[src/rtl/wb_stage.sv]
// Writeback stage: holds one retiring instruction, formats load data, drives the regfile write port.
// Latency: non-load writes the edge after accept; a load writes the edge after its response.
// Backpressure: in_ready drops only while a load waits for mem_rvalid. Optional DIFFTEST_COMMIT_EN adds commit outputs.
module wb_stage #(
    parameter int XLEN      = 64,
    parameter int INSTRET_W = 64
) (
    input  logic                 clk,
    input  logic                 rst_n,
    input  logic                 in_valid,
    output logic                 in_ready,
    input  logic [63:0]          in_pc,
    input  logic [31:0]          in_inst,
    input  logic [4:0]           in_rd,
    input  logic                 in_rd_wen,
    input  logic [XLEN-1:0]      in_alu_res,
    input  logic                 in_is_load,
    input  logic [1:0]           in_ld_size,
    input  logic                 in_ld_unsigned,
    input  logic [2:0]           in_ld_off,
    input  logic                 mem_rvalid,
    input  logic [63:0]          mem_rdata,
    output logic                 rf_we,
    output logic [4:0]           rf_waddr,
    output logic [XLEN-1:0]      rf_wdata,
    output logic                 fwd_busy,
    output logic [4:0]           fwd_rd,
    output logic                 fwd_data_valid,
    output logic [XLEN-1:0]      fwd_data,
`ifdef DIFFTEST_COMMIT_EN
    output logic                 commit_valid,
    output logic [63:0]          commit_pc,
    output logic [31:0]          commit_inst,
    output logic                 commit_wen,
    output logic [4:0]           commit_wdest,
    output logic [63:0]          commit_wdata,
`endif
    output logic [INSTRET_W-1:0] instret
);

    typedef enum logic [1:0] {
        IDLE    = 2'd0,
        RESULT  = 2'd1,
        WAIT_LD = 2'd2
    } state_t;

    state_t         state_q, state_d;
    logic [63:0]    pc_q;
    logic [31:0]    inst_q;
    logic [4:0]     rd_q;
    logic           rd_wen_q;
    logic [63:0]    data_q;
    logic [1:0]     ld_size_q;
    logic           ld_uns_q;
    logic [2:0]     ld_off_q;
    logic [INSTRET_W-1:0] instret_q;

    logic           accept;
    logic           ld_capture;
    logic [63:0]    ld_fmt;
    logic [7:0]     lane_b;
    logic [15:0]    lane_h;
    logic [31:0]    lane_w;
    logic           rd_live;

    assign in_ready   = (state_q == IDLE) || (state_q == RESULT);
    assign accept     = in_valid && in_ready;
    assign ld_capture = (state_q == WAIT_LD) && mem_rvalid;

    always_comb begin
        state_d = state_q;
        case (state_q)
            IDLE, RESULT: begin
                state_d = IDLE;
                if (accept) state_d = in_is_load ? WAIT_LD : RESULT;
            end
            WAIT_LD: if (mem_rvalid) state_d = RESULT;
            default: state_d = IDLE;
        endcase
    end

    // Lane selection uses the attributes latched at accept, not the live inputs.
    always_comb begin
        lane_b = mem_rdata[{ld_off_q, 3'b000} +: 8];
        lane_h = mem_rdata[{ld_off_q[2:1], 4'b0000} +: 16];
        lane_w = mem_rdata[{ld_off_q[2], 5'b00000} +: 32];
        ld_fmt = mem_rdata;
        case (ld_size_q)
            2'd0:    ld_fmt = {{56{lane_b[7] & ~ld_uns_q}}, lane_b};
            2'd1:    ld_fmt = {{48{lane_h[15] & ~ld_uns_q}}, lane_h};
            2'd2:    ld_fmt = {{32{lane_w[31] & ~ld_uns_q}}, lane_w};
            default: ld_fmt = mem_rdata;
        endcase
    end

    always_ff @(posedge clk or negedge rst_n) begin
        if (!rst_n) begin
            state_q   <= IDLE;
            pc_q      <= '0;
            inst_q    <= '0;
            rd_q      <= '0;
            rd_wen_q  <= 1'b0;
            data_q    <= '0;
            ld_size_q <= '0;
            ld_uns_q  <= 1'b0;
            ld_off_q  <= '0;
            instret_q <= '0;
        end else begin
            state_q <= state_d;
            if (state_q == RESULT)
                instret_q <= instret_q + {{(INSTRET_W-1){1'b0}}, 1'b1};
            if (accept) begin
                pc_q      <= in_pc;
                inst_q    <= in_inst;
                rd_q      <= in_rd;
                rd_wen_q  <= in_rd_wen;
                data_q    <= in_is_load ? 64'd0 : in_alu_res;
                ld_size_q <= in_ld_size;
                ld_uns_q  <= in_ld_unsigned;
                ld_off_q  <= in_ld_off;
            end else if (ld_capture) begin
                data_q <= ld_fmt;
            end
        end
    end

    assign rd_live        = rd_wen_q && (rd_q != 5'd0);
    assign rf_we          = (state_q == RESULT) && rd_live;
    assign rf_waddr       = rf_we ? rd_q : 5'd0;
    assign rf_wdata       = rf_we ? data_q : '0;
    assign fwd_busy       = (state_q != IDLE) && rd_live;
    assign fwd_rd         = rd_q;
    assign fwd_data_valid = (state_q == RESULT) && fwd_busy;
    assign fwd_data       = fwd_data_valid ? data_q : '0;
    assign instret        = instret_q;

`ifdef DIFFTEST_COMMIT_EN
    always_ff @(posedge clk or negedge rst_n) begin
        if (!rst_n) begin
            commit_valid <= 1'b0;
            commit_pc    <= '0;
            commit_inst  <= '0;
            commit_wen   <= 1'b0;
            commit_wdest <= '0;
            commit_wdata <= '0;
        end else begin
            commit_valid <= (state_q == RESULT);
            commit_pc    <= pc_q;
            commit_inst  <= inst_q;
            commit_wen   <= rf_we;
            commit_wdest <= rd_q;
            commit_wdata <= data_q;
        end
    end
`else
    logic unused_commit_fields;
    assign unused_commit_fields = ^{pc_q, inst_q};
`endif

endmodule

[config.mk]
export PLATFORM = sky130hd
export DESIGN_NAME = wb_stage
export DESIGN_NICKNAME = d
export VERILOG_FILES = /design/src/rtl/wb_stage.sv
export SDC_FILE = /design/constraint.sdc
export NUM_CORES = 1
export LEC_CHECK = 0
export BUFFER_PORTS_ARGS = -buffer_cell sky130_fd_sc_hd__buf_2
export CAP_MARGIN = 10
export CORE_AREA = 2 2 174 176
export DETAILED_ROUTE_END_ITERATION = 7
export DIE_AREA = 0 0 176 178
export GPL_TIMING_DRIVEN = 1
export SLEW_MARGIN = 10
export SYNTH_ARGS = -nofsm -noshare
export SYNTH_HDL_FRONTEND = slang
export SYNTH_SLANG_ARGS = --single-unit
[constraint.sdc]
create_clock -name clk -period 3.09 [get_ports clk]
set_input_delay 0.618 -clock clk [delete_from_list [all_inputs] [get_ports clk]]
set_output_delay 0.618 -clock clk [all_outputs]
set_load 0.02 [all_outputs]
==> metrics.csv <==
stage,metric,value,unit
synthesis,ys.flop_type,dfrtp_1,
timing,finalSetupViolCount,0,
placed_design,dp.cells,1612,
timing,worstMarginPinSlew,0.881,ns
synthesis,yosys.area_share.simple,24.8,%
detailed_routing,drc,0,
detailed_routing,drt-total-wl,34000,um
synthesis,synth-xor-area-share,6.36,%
flow_run,cap_violations,0,
global_routing,antenna_found_initial,14,
die,die-area,0.0313,mm2
finish,fin_area,0.0116,mm2
timing,finalCritPeriodShare,97.3,%
placed_design,place_congestion,0.886,
critical_path,worstPathRequired,2.47,ns
die,ios,447,
clock_network,cts_sinks,142,
detailed_routing,vias,8561,
die,die_x,176,um
finish,final_nets,1487,
detailed_routing,wl_per_cell,20.6,um
finish,drive_above_1_share,38.2,%
finish,final_cells,1651,
critical_path,cp-start-kind,flop,
synthesis,postSynthAreaPerCell,9.56,um2
synthesis,synthMuxAreaShare,8.54,%
placed_design,post_dp_cell_area,0.0109,mm2
detailed_routing,vias_per_cell,5.19,
finish,final_common_cell,buf_2,
synthesis,synth_nets,1149,
timing,fmax,333,MHz
global_routing,grt_max_degree,100,
power,p_leak,0.00592,uW
synthesis,synth-edff-count,0,
timing,drv_slew,0,
detailed_routing,ant_nets,0,
synthesis,syn_area,0.00867,mm2
synthesis,syn_inst,907,
placed_design,pre_cts_ws,0.309,ns
power,peakVddDrop,0.370,mV
synthesis,synthAdderAreaFrac,0.144,%
timing,fin_worst_skew,0.0178,ns
placed_design,port_buffers,350,
synthesis,synth_warnings,0,
detailed_routing,drt_iter0_drc,648,
critical_path,crit_type,reg -> out,
global_routing,grt_pass1_vias,8162,
synthesis,synth.ff_latch_count,142,
power,power.density,527,mW/mm2
timing,fin_setup_tns,0,ns
clock_network,cts_buffers,17,
synthesis,synth_top_family_by_area,simple AND/OR/NAND/NOR gates,
clock_network,worstSkewPairLatency,0.44,ns
timing,min_period,3.01,ns
power,finalPower,6090,uW
synthesis,synth-compound-area-share,15.9,%
die,die_h,178,um
critical_path,r2r-end,data_q[18],
timing,fin_ws,0.0844,ns
synthesis,yosysSeqAreaShare,41.0,%
placed_design,hpwl,25900,um
global_routing,globalRouteTotalUtil,21.3,%
die,start_util,29.5,%
clock_network,clk_pin_slew_worst_paths,0.07,ns
finish,final_cell_mix,"buf_2, dfrtp_1, and2_1",
clock_network,clockBufferDepth,2,
clock_network,cts_root_buf,clkbuf_16,
critical_path,critPathMaxFanout,99,
timing,slew_headroom,40.8,%
clock_network,htree_levels,4,
worst_hold_path,hold_path.class,in -> async,
critical_path,cp-end-kind,primary output,
die,core-area,0.0294,mm2
detailed_routing,first_pass_iters,5,
die,rows,63,
status,status,completed,
critical_path,arrival,2.39,ns
critical_path,r2r_cells,5,
synthesis,async_flop_share,100,%
critical_path,r2r-start,ld_off_q[2],
finish,area_growth,33.3,%
critical_path,rrSetupSlack,0.46,ns
clock_network,cts_tree,built,
global_routing,grt_pass1_wl,50300,um
timing,hold_violations,0,
synthesis,synthDistinctLibCells,53,
global_routing,overflow,0,
timing,rsz0062_at_grt,no,
power breakdown:
part,leakage (uW),total (uW),switching (uW),internal (uW)
registers,0.00186,2370,278,2090
logic,0.00376,1600,923,673
clock network,0.000297,2130,1020,1100
final cells by class:
| cell class | count | area (um2) |
|---|---|---|
| well taps | 390 | 488 |
| diodes | 3 | 7.51 |
| inverters | 5 | 18.8 |
| multi-input cells | 699 | 4870 |
| repair buffers | 380 | 2010 |
| clock inverters | 15 | 184 |
| fillers | 2980 | 17800 |
| clock buffers | 17 | 425 |
| flip-flops and latches | 142 | 3550 |
critical path, cell delays in order, from the launching register on:
cell and delay [ns]:
dfrtp_1 0.40, or4_1 0.60, o21ai_4 0.23, nor2b_4 0.08, buf_12 0.19, and2_1 0.23
buf_2 0.16
synthesized netlist by cell type (all sizes together) (16+ instances only):
master / number / area share, %
a21o: 33 / 2.9
a21oi: 52 / 3.1
a221o: 24 / 2.8
and2: 132 / 9.5
clkbuf: 52 / 2.3
dfrtp: 142 / 41
mux2: 32 / 4.2
mux4: 16 / 4.2
nand2: 96 / 4.2
nand3: 36 / 2.1
nand4: 25 / 2.2
o21ai: 66 / 3.8
xnor2: 45 / 4.5
xor2: 18 / 1.8
worst max path at each step:
| stage | cells past startpoint | end | start | slack, ns |
|---|---|---|---|---|
| 6_report | 6 | fwd_data[32] | fwd_rd[1] | 0.08 |
| 5_1_grt | 6 | fwd_data[32] | fwd_rd[1] | 0.01 |
| 4_1_cts | 6 | fwd_data[32] | fwd_rd[1] | 0.03 |
| 3_5_place_dp | 6 | data_q[18] | mem_rdata[23] | 0.31 |
| 3_3_place_gp | 6 | data_q[18] | mem_rdata[23] | 0.31 |
| 2_1_floorplan | 6 | fwd_data[0] | fwd_rd[1] | 0.65 |
timing repair:
item,4_1_cts,5_1_grt
pin swaps,0,1
resized for setup,1,1
cloned,0,1
setup buffers,0,3
hold buffers,0,0
endpoints found under the setup margin,98,98
registers in the layout (all words and copies together), names as in the netlist:
name,cells
ld_size_q,2
ld_uns_q,1
state_q,2
ld_off_q,3
instret,64
rd_wen_q,1
data_q,64
fwd_rd,5
metal layers:
metal	vias to the layer above	wire, um	GRT usage [%]	part of all wire, %
met1	4185	13900	25.9	41
met2	378	16800	36.9	49
met4	14	556	5.58	1.6
met5	-	87	0	0.26
li1	3943	-	-	-
met3	41	2700	6.29	7.9
through the flow:
step	hold WS [ns]	util (%)
2_1_floorplan	0.322	-
3_3_place_gp	0.457	37.1
3_5_place_dp	0.465	37.1
4_1_cts	0.227	39.2
5_1_grt	0.246	39.3
6_report	0.201	39.3
cells by family (layout without fill, tap and decap cells):
| kind of cell | after synthesis | in the layout |
|---|---|---|
| AO/OA/AOI/OAI | 212 | 212 |
| adder cells (fa/ha/maj) | 1 | 1 |
| XOR/XNOR | 63 | 63 |
| buffers and inverters | 67 | 417 |
| flip-flops | 142 | 142 |
| AND/OR/NAND/NOR | 372 | 373 |
| multiplexers | 50 | 50 |
| other | 0 | 3 |
Power figures use the tool's default switching activity.
